`config.mk`:
```
export PLATFORM = sky130hd
export DESIGN_NAME = nios_system_nios2_qsys_1_oci_trace_monitor
export DESIGN_NICKNAME = d
export VERILOG_FILES = /design/src/rtl/nios_system_oci_trace_pkg.sv /design/src/rtl/nios_system_oci_trace_fifo.sv /design/src/rtl/nios_system_nios2_qsys_1_oci_trace_monitor.sv
export SDC_FILE = /design/constraint.sdc
export NUM_CORES = 1
export LEC_CHECK = 0
export CAP_MARGIN = 20
export CORE_AREA = 2 2 191 286
export CTS_BUF_LIST = sky130_fd_sc_hd__clkbuf_4 sky130_fd_sc_hd__clkbuf_8
export DETAILED_ROUTE_END_ITERATION = 6
export DIE_AREA = 0 0 193 288
export MAX_ROUTING_LAYER = met4
export PLACE_DENSITY = 0.78
export SKIP_CTS_REPAIR_TIMING = 1
export SLEW_MARGIN = 20
export SYNTH_ARGS = -nofsm -noshare
export SYNTH_HDL_FRONTEND = slang
export SYNTH_SLANG_ARGS = --single-unit
```
`constraint.sdc`:
```
create_clock -name clk -period 16.3 [get_ports clk]
set_clock_uncertainty 0.15 [all_clocks]
set_input_delay 4.075 -clock clk [delete_from_list [all_inputs] [get_ports clk]]
set_output_delay 4.075 -clock clk [all_outputs]
set_load 0.02 [all_outputs]
```
`src/rtl/nios_system_oci_trace_pkg.sv`:
```
// Shared definitions for the OCI trace monitor: FSM encodings, default
// frame widths and a constant-safe clog2 helper.
package nios_system_oci_trace_pkg;

  localparam logic [1:0] ST_CAPTURE = 2'd0;
  localparam logic [1:0] ST_DRAIN   = 2'd1;
  localparam logic [1:0] ST_DONE    = 2'd2;

  localparam int DCT_W_DEF = 30;
  localparam int CNT_W_DEF = 4;

  function automatic int clog2(input int value);
    int r;
    r = 0;
    while ((1 << r) < value) r++;
    return r;
  endfunction

endpackage

```
`src/rtl/nios_system_oci_trace_fifo.sv`:
```
// Synchronous show-ahead FIFO. The head becomes visible one cycle after it is
// written, because the read side compares against a delayed copy of the
// write pointer. Full/empty use the real write pointer so capacity is exact.
module nios_system_oci_trace_fifo
  import nios_system_oci_trace_pkg::*;
#(
  parameter int W     = 34,
  parameter int DEPTH = 16
) (
  input  logic         clk,
  input  logic         reset,
  input  logic         i_push,
  input  logic         i_pop,
  input  logic [W-1:0] i_data,
  output logic         o_full,
  output logic         o_empty,
  output logic         o_last,
  output logic         o_valid,
  output logic [W-1:0] o_head
);

  localparam int AW = clog2(DEPTH);
  localparam int PW = AW + 1;

  logic [W-1:0]  r_mem [DEPTH];
  logic [PW-1:0] r_wptr;
  logic [PW-1:0] r_wptr_vis;
  logic [PW-1:0] r_rptr;
  logic          w_pop;
  logic          w_push;

  assign o_valid = (r_rptr != r_wptr_vis);
  assign o_empty = (r_wptr == r_rptr);
  assign o_full  = (r_wptr[AW] != r_rptr[AW]) && (r_wptr[AW-1:0] == r_rptr[AW-1:0]);
  assign o_last  = ((r_wptr - r_rptr) == PW'(1));
  assign o_head  = r_mem[r_rptr[AW-1:0]];
  assign w_pop   = i_pop && o_valid;
  assign w_push  = i_push && (!o_full || w_pop);

  // Storage write; contents need no reset since visibility is pointer-gated.
  always_ff @(posedge clk) begin
    if (w_push) r_mem[r_wptr[AW-1:0]] <= i_data;
  end

  // Pointer update; the visible write pointer trails the real one by a cycle.
  always_ff @(posedge clk) begin
    if (reset) begin
      r_wptr     <= '0;
      r_wptr_vis <= '0;
      r_rptr     <= '0;
    end else begin
      if (w_push) r_wptr <= r_wptr + PW'(1);
      if (w_pop)  r_rptr <= r_rptr + PW'(1);
      r_wptr_vis <= r_wptr;
    end
  end

endmodule

```
`src/rtl/nios_system_nios2_qsys_1_oci_trace_monitor.sv`:
```
// Captures OCI debug-capture-trace frames into a FIFO, streams them out over
// valid/ready, tracks counters/checksum/error flags and sequences test end.
module nios_system_nios2_qsys_1_oci_trace_monitor
  import nios_system_oci_trace_pkg::*;
#(
  parameter int DCT_W     = DCT_W_DEF,
  parameter int CNT_W     = CNT_W_DEF,
  parameter int MAX_COUNT = 10,
  parameter int DEPTH     = 16,
  parameter int SUM_W     = 32
) (
  input  logic                   clk,
  input  logic                   reset,
  input  logic                   dct_valid,
  input  logic [DCT_W-1:0]       dct_buffer,
  input  logic [CNT_W-1:0]       dct_count,
  input  logic                   test_ending,
  output logic                   out_valid,
  output logic [CNT_W+DCT_W-1:0] out_data,
  input  logic                   out_ready,
  output logic                   test_has_ended,
  output logic                   overflow,
  output logic                   malformed,
  output logic [SUM_W-1:0]       frame_total,
  output logic [SUM_W-1:0]       frame_dropped,
  output logic [SUM_W-1:0]       checksum
);

  logic [1:0]             r_state;
  logic                   r_overflow;
  logic                   r_malformed;
  logic [SUM_W-1:0]       r_total;
  logic [SUM_W-1:0]       r_dropped;
  logic [SUM_W-1:0]       r_checksum;

  logic                   w_frame;
  logic                   w_too_long;
  logic                   w_legal;
  logic                   w_pop;
  logic                   w_push;
  logic                   w_drop;
  logic                   w_full;
  logic                   w_empty;
  logic                   w_last;
  logic                   w_fifo_valid;
  logic [CNT_W+DCT_W-1:0] w_head;

  // Frames are only considered while capturing; empty frames are ignored.
  assign w_frame    = (r_state == ST_CAPTURE) && dct_valid && (dct_count != '0);
  assign w_too_long = w_frame && (int'(dct_count) > MAX_COUNT);
  assign w_legal    = w_frame && !w_too_long;
  assign w_pop      = w_fifo_valid && out_ready;
  // A same-cycle pop frees the slot a full FIFO needs for the new frame.
  assign w_push     = w_legal && (!w_full || w_pop);
  assign w_drop     = w_legal && w_full && !w_pop;

  nios_system_oci_trace_fifo #(
    .W     (CNT_W + DCT_W),
    .DEPTH (DEPTH)
  ) u_fifo (
    .clk     (clk),
    .reset   (reset),
    .i_push  (w_push),
    .i_pop   (w_pop),
    .i_data  ({dct_count, dct_buffer}),
    .o_full  (w_full),
    .o_empty (w_empty),
    .o_last  (w_last),
    .o_valid (w_fifo_valid),
    .o_head  (w_head)
  );

  // End-of-test sequencing; the drain check accounts for this cycle's pop.
  always_ff @(posedge clk) begin
    if (reset) begin
      r_state <= ST_CAPTURE;
    end else begin
      case (r_state)
        ST_CAPTURE: if (test_ending) r_state <= ST_DRAIN;
        ST_DRAIN:   if (w_empty || (w_last && w_pop)) r_state <= ST_DONE;
        ST_DONE:    r_state <= ST_DONE;
        default:    r_state <= ST_CAPTURE;
      endcase
    end
  end

  // Frame statistics and sticky error flags; counters wrap silently.
  always_ff @(posedge clk) begin
    if (reset) begin
      r_overflow  <= 1'b0;
      r_malformed <= 1'b0;
      r_total     <= '0;
      r_dropped   <= '0;
      r_checksum  <= '0;
    end else begin
      if (w_too_long) r_malformed <= 1'b1;
      if (w_push) begin
        r_total    <= r_total + SUM_W'(1);
        r_checksum <= r_checksum + SUM_W'(dct_buffer);
      end
      if (w_drop) begin
        r_overflow <= 1'b1;
        r_dropped  <= r_dropped + SUM_W'(1);
      end
    end
  end

  assign out_valid      = w_fifo_valid;
  assign out_data       = w_fifo_valid ? w_head : '0;
  assign test_has_ended = (r_state == ST_DONE);
  assign overflow       = r_overflow;
  assign malformed      = r_malformed;
  assign frame_total    = r_total;
  assign frame_dropped  = r_dropped;
  assign checksum       = r_checksum;

endmodule
```
Yosys cells after proc, flatten, opt, wreduce, memory -nomap -nowiden --
Memory sizes are Yosys's and may differ from the RTL's. A register that Yosys moved wholly into a read port is not among the register bits. Cells that the tools add are included.
Storage, ports and cells: memories 1, bits in latches 0, register bits 115, bits in read-only memories 0, logic and storage cells 55, input port bits 39, bits in writable memories 544
Operators by class: muxes and demuxes 8, divide/modulo/power cells 0, shift-type cells 0, $lt $le $gt $ge 1, equality and inequality tests 9, bitwise gates (word level) 0, reduce and logical (&&, ||, !) cells 21, multiply operators 0, $add $sub $neg 6
Memory list:
- u_fifo.r_mem | words 16, width 34, rd ports 1, clocked after Yosys merged registers in 1, write ports 1, RTL line nios_system_oci_trace_fifo.sv:25 | logic [W-1:0] r_mem [DEPTH];
Operators by type and width (count):
- $add A32 B1 Y32 const B | 2
- $mux W34 | 1
- $add A32 B30 Y32 | 1
- $logic_and A1 B1 Y1 | 12
- $add A5 B1 Y5 const B | 2
- $mux W4 | 2
- $pmux W2 S3 | 1
- $eq A5 B1 Y1 const B | 1
- $eq A5 B5 Y1 | 1
- $ne A5 B5 Y1 | 1
- $sub A5 B5 Y5 | 1
- $eq A4 B4 Y1 | 1
- $gt A4 B4 Y1 const B | 1
- $mux W2 | 2
- $ne A2 B2 Y1 const B | 2
- $reduce_bool A4 Y1 | 1
- $logic_not A1 Y1 | 3
- $logic_or A1 B1 Y1 | 3
- $eq A2 B1 Y1 const B | 1
- $eq A2 B2 Y1 const B | 1
- $logic_not A2 Y1 | 1
- $mux W1 | 2
- $reduce_and A2 Y1 | 1
- $ne A1 B1 Y1 | 1

Logic depth before layout (Yosys ltp) --
Gate-level depths: netlist of run 1.
depth after elaboration 10, mapped depth 11, mapped depth without buffers 11

Hierarchy --
From an unflattened synthesis of run 1, not the netlist that was laid out.
Unflattened totals: cell total of the unflattened synthesis 1641, area, all modules 27507.6 um2
By module, submodules not included:
- nios_system_oci_trace_fifo | cells each 871, area each 21435.6 um2, sequential area each 16716.0 um2, times used 1
- nios_system_nios2_qsys_1_oci_trace_monitor | cells each 770, area each 6072.1 um2, sequential area each 2001.9 um2, times used 1

Least setup slack after synthesis of run 1 --
No wires, ideal clock.
kind input port to flip-flop, from in dct_count[1], to mem u_fifo.r_mem[0][0], enable pin, buffers on the path 2, data required time 15.683 ns, stages 8, data arrival time 8.023 ns, slack 7.660 ns, cell sequence a21oi_1 -> nor2b_1 -> or3_1 -> a21oi_1 -> clkbuf_1 -> buf_1 -> nand2_1 -> nor3_1
Between the ends: longest elaborated chain between the ends 9, elaborated cells between the ends (all ways) 10
RTL lines:
- start, declared | RTL line nios_system_nios2_qsys_1_oci_trace_monitor.sv:16 | input logic [CNT_W-1:0] dct_count,
- branches (longest 4 deep; another with $gt A4 B4 Y1)
- $logic_and A1 B1 Y1 * | RTL line nios_system_nios2_qsys_1_oci_trace_monitor.sv:51 | assign w_legal = w_frame && !w_too_long;
- $logic_and A1 B1 Y1 * | RTL line nios_system_nios2_qsys_1_oci_trace_monitor.sv:54 | assign w_push = w_legal && (!w_full || w_pop);
- $logic_and A1 B1 Y1 * | RTL line nios_system_oci_trace_fifo.sv:38 | assign w_push = i_push && (!o_full || w_pop);
- $mux W1 * | RTL line nios_system_oci_trace_fifo.sv:42 | if (w_push) r_mem[r_wptr[AW-1:0]] <= i_data;
- $mux W1 (implied by the code) * | RTL line nios_system_oci_trace_fifo.sv:42
- end, declared | RTL line nios_system_oci_trace_fifo.sv:25
Mark *: on every way between the ends.

==> impl_metrics.ini, run 1 <==
[synthesis]
synth_area_um2 = 27400
synth_edf_count = 544
post_synth_inst_count = 1635
ys_dominant_reg_cell = edfxtp_1
synth_area_per_cell_um2 = 16.7
synth-seq-area-share_pct = 68.4
synth-warning-count = 0
mappedNetlistNets = 1721
async_reset_ff_share_pct = 0
yosys.cell_types.count = 59
postSynthRegisterBits = 663

[setup_path]
reg2reg_setup_slack_ns = 12.48
crit_chain = buf_4, buf_4, mux4_2, mux4_2, nor2b_1, clkdlybuf4s50_1
timing.critical_path.slowest_stage_cell = buf_4
critPathBufInv = 3
critPathTopFamily = buffers and inverters
cp.arrival_ns = 4.66
worst_setup_path_end_kind = primary output
worst_setup_path_start_kind = register
timing.critical_path.depth = 6
data_required_time_of_the_critical_path_ns = 12.08
r2r.worst_path.cells = 7
timing.critical_path.slowest_cell_delay_ns = 0.76
cp_max_fo = 43
timing.setup.critical_path_class = register to primary output

[detailed_routing]
viasPerCell = 5.88
post_drt_antenna_nets = 0
firstDrtPassIters = 5
routedWlPerCell_um = 23.9
initialDrtViolationCount = 1352
route.vias.total = 15500
drt_wl_total_um = 62800
drc = 0

[min_path]
holdCritPathClass = register to register
timing.hold.worst_path_depth = 2

[layout]
drive_gt1_share_pct = 20.5
final_area_um2 = 32000
area.growth.synth_to_final_pct = 16.8
seqCellArea_um2 = 18700
fillCellCount = 3886
fraction_of_the_core_area_covered_by_cells_at_the_end_of_the_flow_pct = 59.9
layout.cells.most_common = edfxtp_1
most-common-layout-cells = edfxtp_1, clkdlybuf4s50_1, mux4_2
finish.net_count = 1945
multi_input_logic_area_um2 = 8370

[run]
drv.max_cap_violation_count = 0

[power]
pwr-share-comb_pct = 18.2
post-layout-total-power_w = 0.00397
power_per_cell_area_nw_per_um2 = 124
cellInternalPower_w = 0.00293
net-switching-power_w = 0.00104
cellLeakagePower_nw = 10.2
vdd_drop_max_uv = 83.5
swShare_pct = 26.1
pwr-share-clk_pct = 33.4
seqPwrFrac_pct = 48.5

[clocking]
clkLatencyLatePin_ns = 0.68
cts_tree = yes
cts_buffer_depth = 3
cts_inserted_buffers = 94
cts_num_sinks = 663
clkTransAtPathRegs_ns = 0.06
cts_max_level = 3
clock_root_cell = clkbuf_8

[run_status]
status = finished clean

[floorplanning]
core.rowCount = 104
boundaryPins = 173
dieHeight_um = 288
core-area_um2 = 53400
floorplan.initialDensity_pct = 51.3
chip_width_um = 193
area_of_the_die_um2 = 55600

[place]
placed_cell_area_um2 = 30000
post-dp-hpwl_um = 39400
place_congestion = 0.889
buffer_ports.inserted = 172

[global_routing]
first_pass_grt_wire_length_um = 94300
grt_max_degree = 78
globalRouteOverflowTotal = 0
grt_antenna_before_repair = 2
number_of_global_route_vias_before_repair = 16000
grt_use_total_pct = 23.7

[timing]
setup_viol = 0
maxClockFrequency_mhz = 112
final_min_period_over_clock_period_pct = 54.5
fin_setup_tns_ns = 0
tightest_slew_ns = 1.17
rsz0062_at_grt = false
final.min_clock_period_ns = 8.89
final_max_slew_viol_count = 0
max_slew_margin_pct = 22.3
number_of_endpoints_with_negative_hold_slack_in_the_final_report = 0
[cell usage after synthesis, types with 4 or more instances]
library cell / n / area (um2)
mux2i_1: 6 / 60.1
clkbuf_1: 64 / 240
o21bai_1: 6 / 45.0
nor3_1: 14 / 70.1
nor4_1: 4 / 25.0
and4_1: 5 / 43.8
and2_1: 4 / 25.0
buf_1: 6 / 22.5
xnor2_1: 47 / 412
o21a_1: 5 / 37.5
a21oi_1: 77 / 385
a22o_1: 8 / 70.1
buf_2: 4 / 20.0
and3_1: 16 / 100
nand2_1: 90 / 338
nand3_1: 27 / 135
edfxtp_1: 544 / 16300
o21ai_0: 39 / 195
dfxtp_1: 119 / 2380
ha_1: 45 / 563
nand4_1: 23 / 144
a21o_1: 14 / 105
nor2_1: 113 / 424
nand2b_1: 5 / 31.3
xor2_1: 35 / 307
a31oi_1: 9 / 56.3
mux4_2: 170 / 3830
a211oi_1: 7 / 52.6
or3_1: 21 / 131
inv_1: 26 / 97.6
nor2b_1: 43 / 269
[final cells by class]
type / instances / area share, %
timing repair buffer: 204 / 6.13
clock inverter: 40 / 0.979
multi-input combinational: 870 / 26.2
sequential: 663 / 58.6
clock buffer: 135 / 5.11
antenna: 2 / 0.0157
inverter: 26 / 0.305
tap: 689 / 2.70
[worst min-delay path, stage by stage (launching register included)]
cell and delay (ns):
dfxtp_1 0.32, nand2_1 0.06, a21oi_1 0.05
[logic make-up after synthesis]
group	count (synthesis)	share of synthesized area [%]
adder cells (fa/ha/maj)	47	2.20
XOR/XNOR	84	2.74
AND/OR/NAND/NOR	378	6.77
AO/OA/AOI/OAI	185	4.19
buffers and inverters	102	1.46
flip-flops	663	68.4
multiplexers	176	14.2
[metrics by stage]
step	hold WS (ns)	cells	setup WS (ns)
after CTS	0.328	2627	7.25
after floorplan	0.336	1635	7.66
after global placement	0.310	2452	8.05
after global routing	0.355	2629	7.07
final	0.331	2629	7.41
after detailed placement	0.321	2452	7.99
[state kept, by name, indices dropped and copies added, names as in the netlist, named ones only]
name / count
r_state: 2
u_fifo.r_wptr_vis: 5
u_fifo.r_mem: 544
checksum: 32
u_fifo.r_wptr: 5
u_fifo.r_rptr: 5
frame_dropped: 32
overflow: 1
frame_total: 32
malformed: 1
[power groups by stage]
stage               Combinational (W)  Sequential, W  Clock (W)
detailed placement           0.000727        0.00196          0
floorplan                    0.000475        0.00196          0
global route                 0.000779        0.00193    0.00141
global placement             0.000715        0.00196          0
finish                       0.000721        0.00192    0.00132
CTS                          0.000729        0.00192    0.00135
[worst paths after layout]
kind | start | to
worst max-delay path | register | out_data[11]
worst min-delay path | checksum[4]$_SDFFE_PP0P_ | checksum[4]$_SDFFE_PP0P_
worst max register to register | u_fifo.r_wptr[3]$_SDFFE_PP0P_ | u_fifo.r_mem[3][23]$_DFFE_PP_
worst min register to register | checksum[4]$_SDFFE_PP0P_ | checksum[4]$_SDFFE_PP0P_
[metal layers]
| metal | wire length (um) | part of all wire (%) | global-route usage (%) |
|---|---|---|---|
| met1 | 23800 | 38 | 28.3 |
| met2 | 32800 | 52 | 39.6 |
| met3 | 4490 | 7.1 | 5.41 |
| met4 | 1730 | 2.8 | 8.03 |
| met5 | 0 | 0 | - |
No activity file was read; power rests on OpenSTA's default activity.
==> run 2: changes to the inputs <==
- clock period: 16.3 -> 8.6 ns (I/O delays scaled with it)
==> impl_metrics.ini, run 2 (synthesis results as in run 1) <==
[setup_path]
cp.arrival_ns = 3.93
timing.setup.critical_path_class = register to primary output
crit_chain = buf_4, mux4_2, mux4_2, nor2b_1, clkdlybuf4s50_1
timing.critical_path.slowest_stage_cell = dfxtp_4
worst_setup_path_end_kind = primary output
worst_setup_path_start_kind = register
timing.critical_path.slowest_cell_delay_ns = 0.83
data_required_time_of_the_critical_path_ns = 6.30
path_common_cell = mux4_2
cp_max_fo = 49

[power]
seqPwrFrac_pct = 48.6
pwr-share-comb_pct = 18.5
net-switching-power_w = 0.00198
post-layout-total-power_w = 0.00750
cellInternalPower_w = 0.00553
swShare_pct = 26.3
power_per_cell_area_nw_per_um2 = 235
pwr-share-clk_pct = 32.9
cellLeakagePower_nw = 10.2
vdd_drop_max_uv = 165

[floorplanning]
dieHeight_um = 288
core-area_um2 = 53400
chip_width_um = 193
core.rowCount = 104
area_of_the_die_um2 = 55600
boundaryPins = 173
floorplan.initialDensity_pct = 51.3

[timing]
setup_viol = 0
final_max_slew_viol_count = 0
number_of_endpoints_with_negative_hold_slack_in_the_final_report = 0
maxClockFrequency_mhz = 161
final.min_clock_period_ns = 6.23
final_min_period_over_clock_period_pct = 72.4
tightest_slew_ns = 0.910
max_slew_margin_pct = 39.2
fin_setup_tns_ns = 0
rsz0062_at_grt = false

[layout]
drive_gt1_share_pct = 20.7
layout.cells.most_common = edfxtp_1
multi_input_logic_area_um2 = 8370
post_route_non_filler_standard_cell_count = 2624
seqCellArea_um2 = 18700
most-common-layout-cells = edfxtp_1, clkdlybuf4s50_1, mux4_2
finish.net_count = 1947
largest_register_ffs = 544
area.growth.synth_to_final_pct = 16.8
fillCellCount = 3860
final_area_um2 = 32000

[clocking]
cts_num_sinks = 663
cts_max_level = 3
cts_tree = yes
clkLatencyLatePin_ns = 0.66
cts_inserted_buffers = 92
clock_root_cell = clkbuf_8
cts_buffer_depth = 3
clkTransAtPathRegs_ns = 0.08

[detailed_routing]
drt_wl_total_um = 61800
drc = 0
firstDrtPassIters = 4
initialDrtViolationCount = 1191
route.vias.total = 15400
post_drt_antenna_nets = 0
routedWlPerCell_um = 23.5
viasPerCell = 5.88

[place]
dp_cells = 2456
post-dp-hpwl_um = 39300
buffer_ports.inserted = 172
placed_cell_area_um2 = 30100
place_congestion = 0.896

[global_routing]
grt_use_total_pct = 23.4
grt_antenna_before_repair = 1
number_of_global_route_vias_before_repair = 16000
first_pass_grt_wire_length_um = 93400
grt_max_degree = 74
globalRouteOverflowTotal = 0

[min_path]
holdCritPathClass = register to register

[run]
drv.max_cap_violation_count = 0

[run_status]
status = finished clean
-- run 2: changes by cell type in the layout (fill, tap and decap cells not counted), moves of 3 or more --
cell	previous run	this run
buf_4	33	36
clkinv_1	17	10
clkbuf_4	36	28
clkinvlp_4	4	8
clkinv_2	10	16
clkbuf_8	99	96
-- run 2: final timing paths --
check / from / endpoint / slack [ns] / cells past startpoint
hold reg to reg: checksum[4]$_SDFFE_PP0P_ / checksum[4]$_SDFFE_PP0P_ / 0.34 / 2
setup reg to reg: u_fifo.r_wptr[2]$_SDFFE_PP0P_ / u_fifo.r_mem[15][10]$_DFFE_PP_ / 4.59 / 7
hold / removal: checksum[4]$_SDFFE_PP0P_ / checksum[4]$_SDFFE_PP0P_ / 0.34 / 2
setup / recovery: register / out_data[10] / 2.37 / 5
-- run 2: cell type report --
| cell class | count | area share [%] |
|---|---|---|
| Multi-Input combinational cell | 870 | 26.2 |
| Clock buffer | 124 | 4.79 |
| Tap cell | 689 | 2.70 |
| Sequential cell | 663 | 58.6 |
| Timing Repair Buffer | 208 | 6.26 |
| Clock inverter | 43 | 1.14 |
| Inverter | 26 | 0.305 |
| Antenna cell | 1 | 0.00783 |
-- run 2: worst max-delay path: cells and delay by family, from the launching register on --
kind	cells	cell delay, ns
buffers and inverters	2	1.25
flip-flops	1	0.83
multiplexers	2	0.98
AND/OR/NAND/NOR	1	0.15
-- run 2: stage by stage --
| step | worst slack (ns) | hold slack, ns | util, % |
|---|---|---|---|
| after floorplan | 1.88 | 0.336 | - |
| after global placement | 2.42 | 0.307 | 56.3 |
| after detailed placement | 2.22 | 0.319 | 56.3 |
| after CTS | 2.29 | 0.330 | 59.9 |
| after global routing | 2.22 | 0.363 | 59.9 |
| final | 2.37 | 0.339 | 59.9 |
-- run 2: power groups by stage --
stage / registers [W] / clock network (W) / logic, W
final: 0.00365 / 0.00247 / 0.00139
after global routing: 0.00366 / 0.00264 / 0.00150
after CTS: 0.00365 / 0.00253 / 0.00140
after detailed placement: 0.00372 / 0 / 0.00139
after global placement: 0.00371 / 0 / 0.00137
after floorplan: 0.00371 / 0 / 0.000899
-- run 2: per-layer routing --
metal	vias to the layer above	wire (um)	GRT usage, %
met2	603	32000	38.7
met1	7865	23200	28.2
li1	6856	-	-
met4	0	1960	8.54
met3	117	4610	5.38
met5	-	0	-
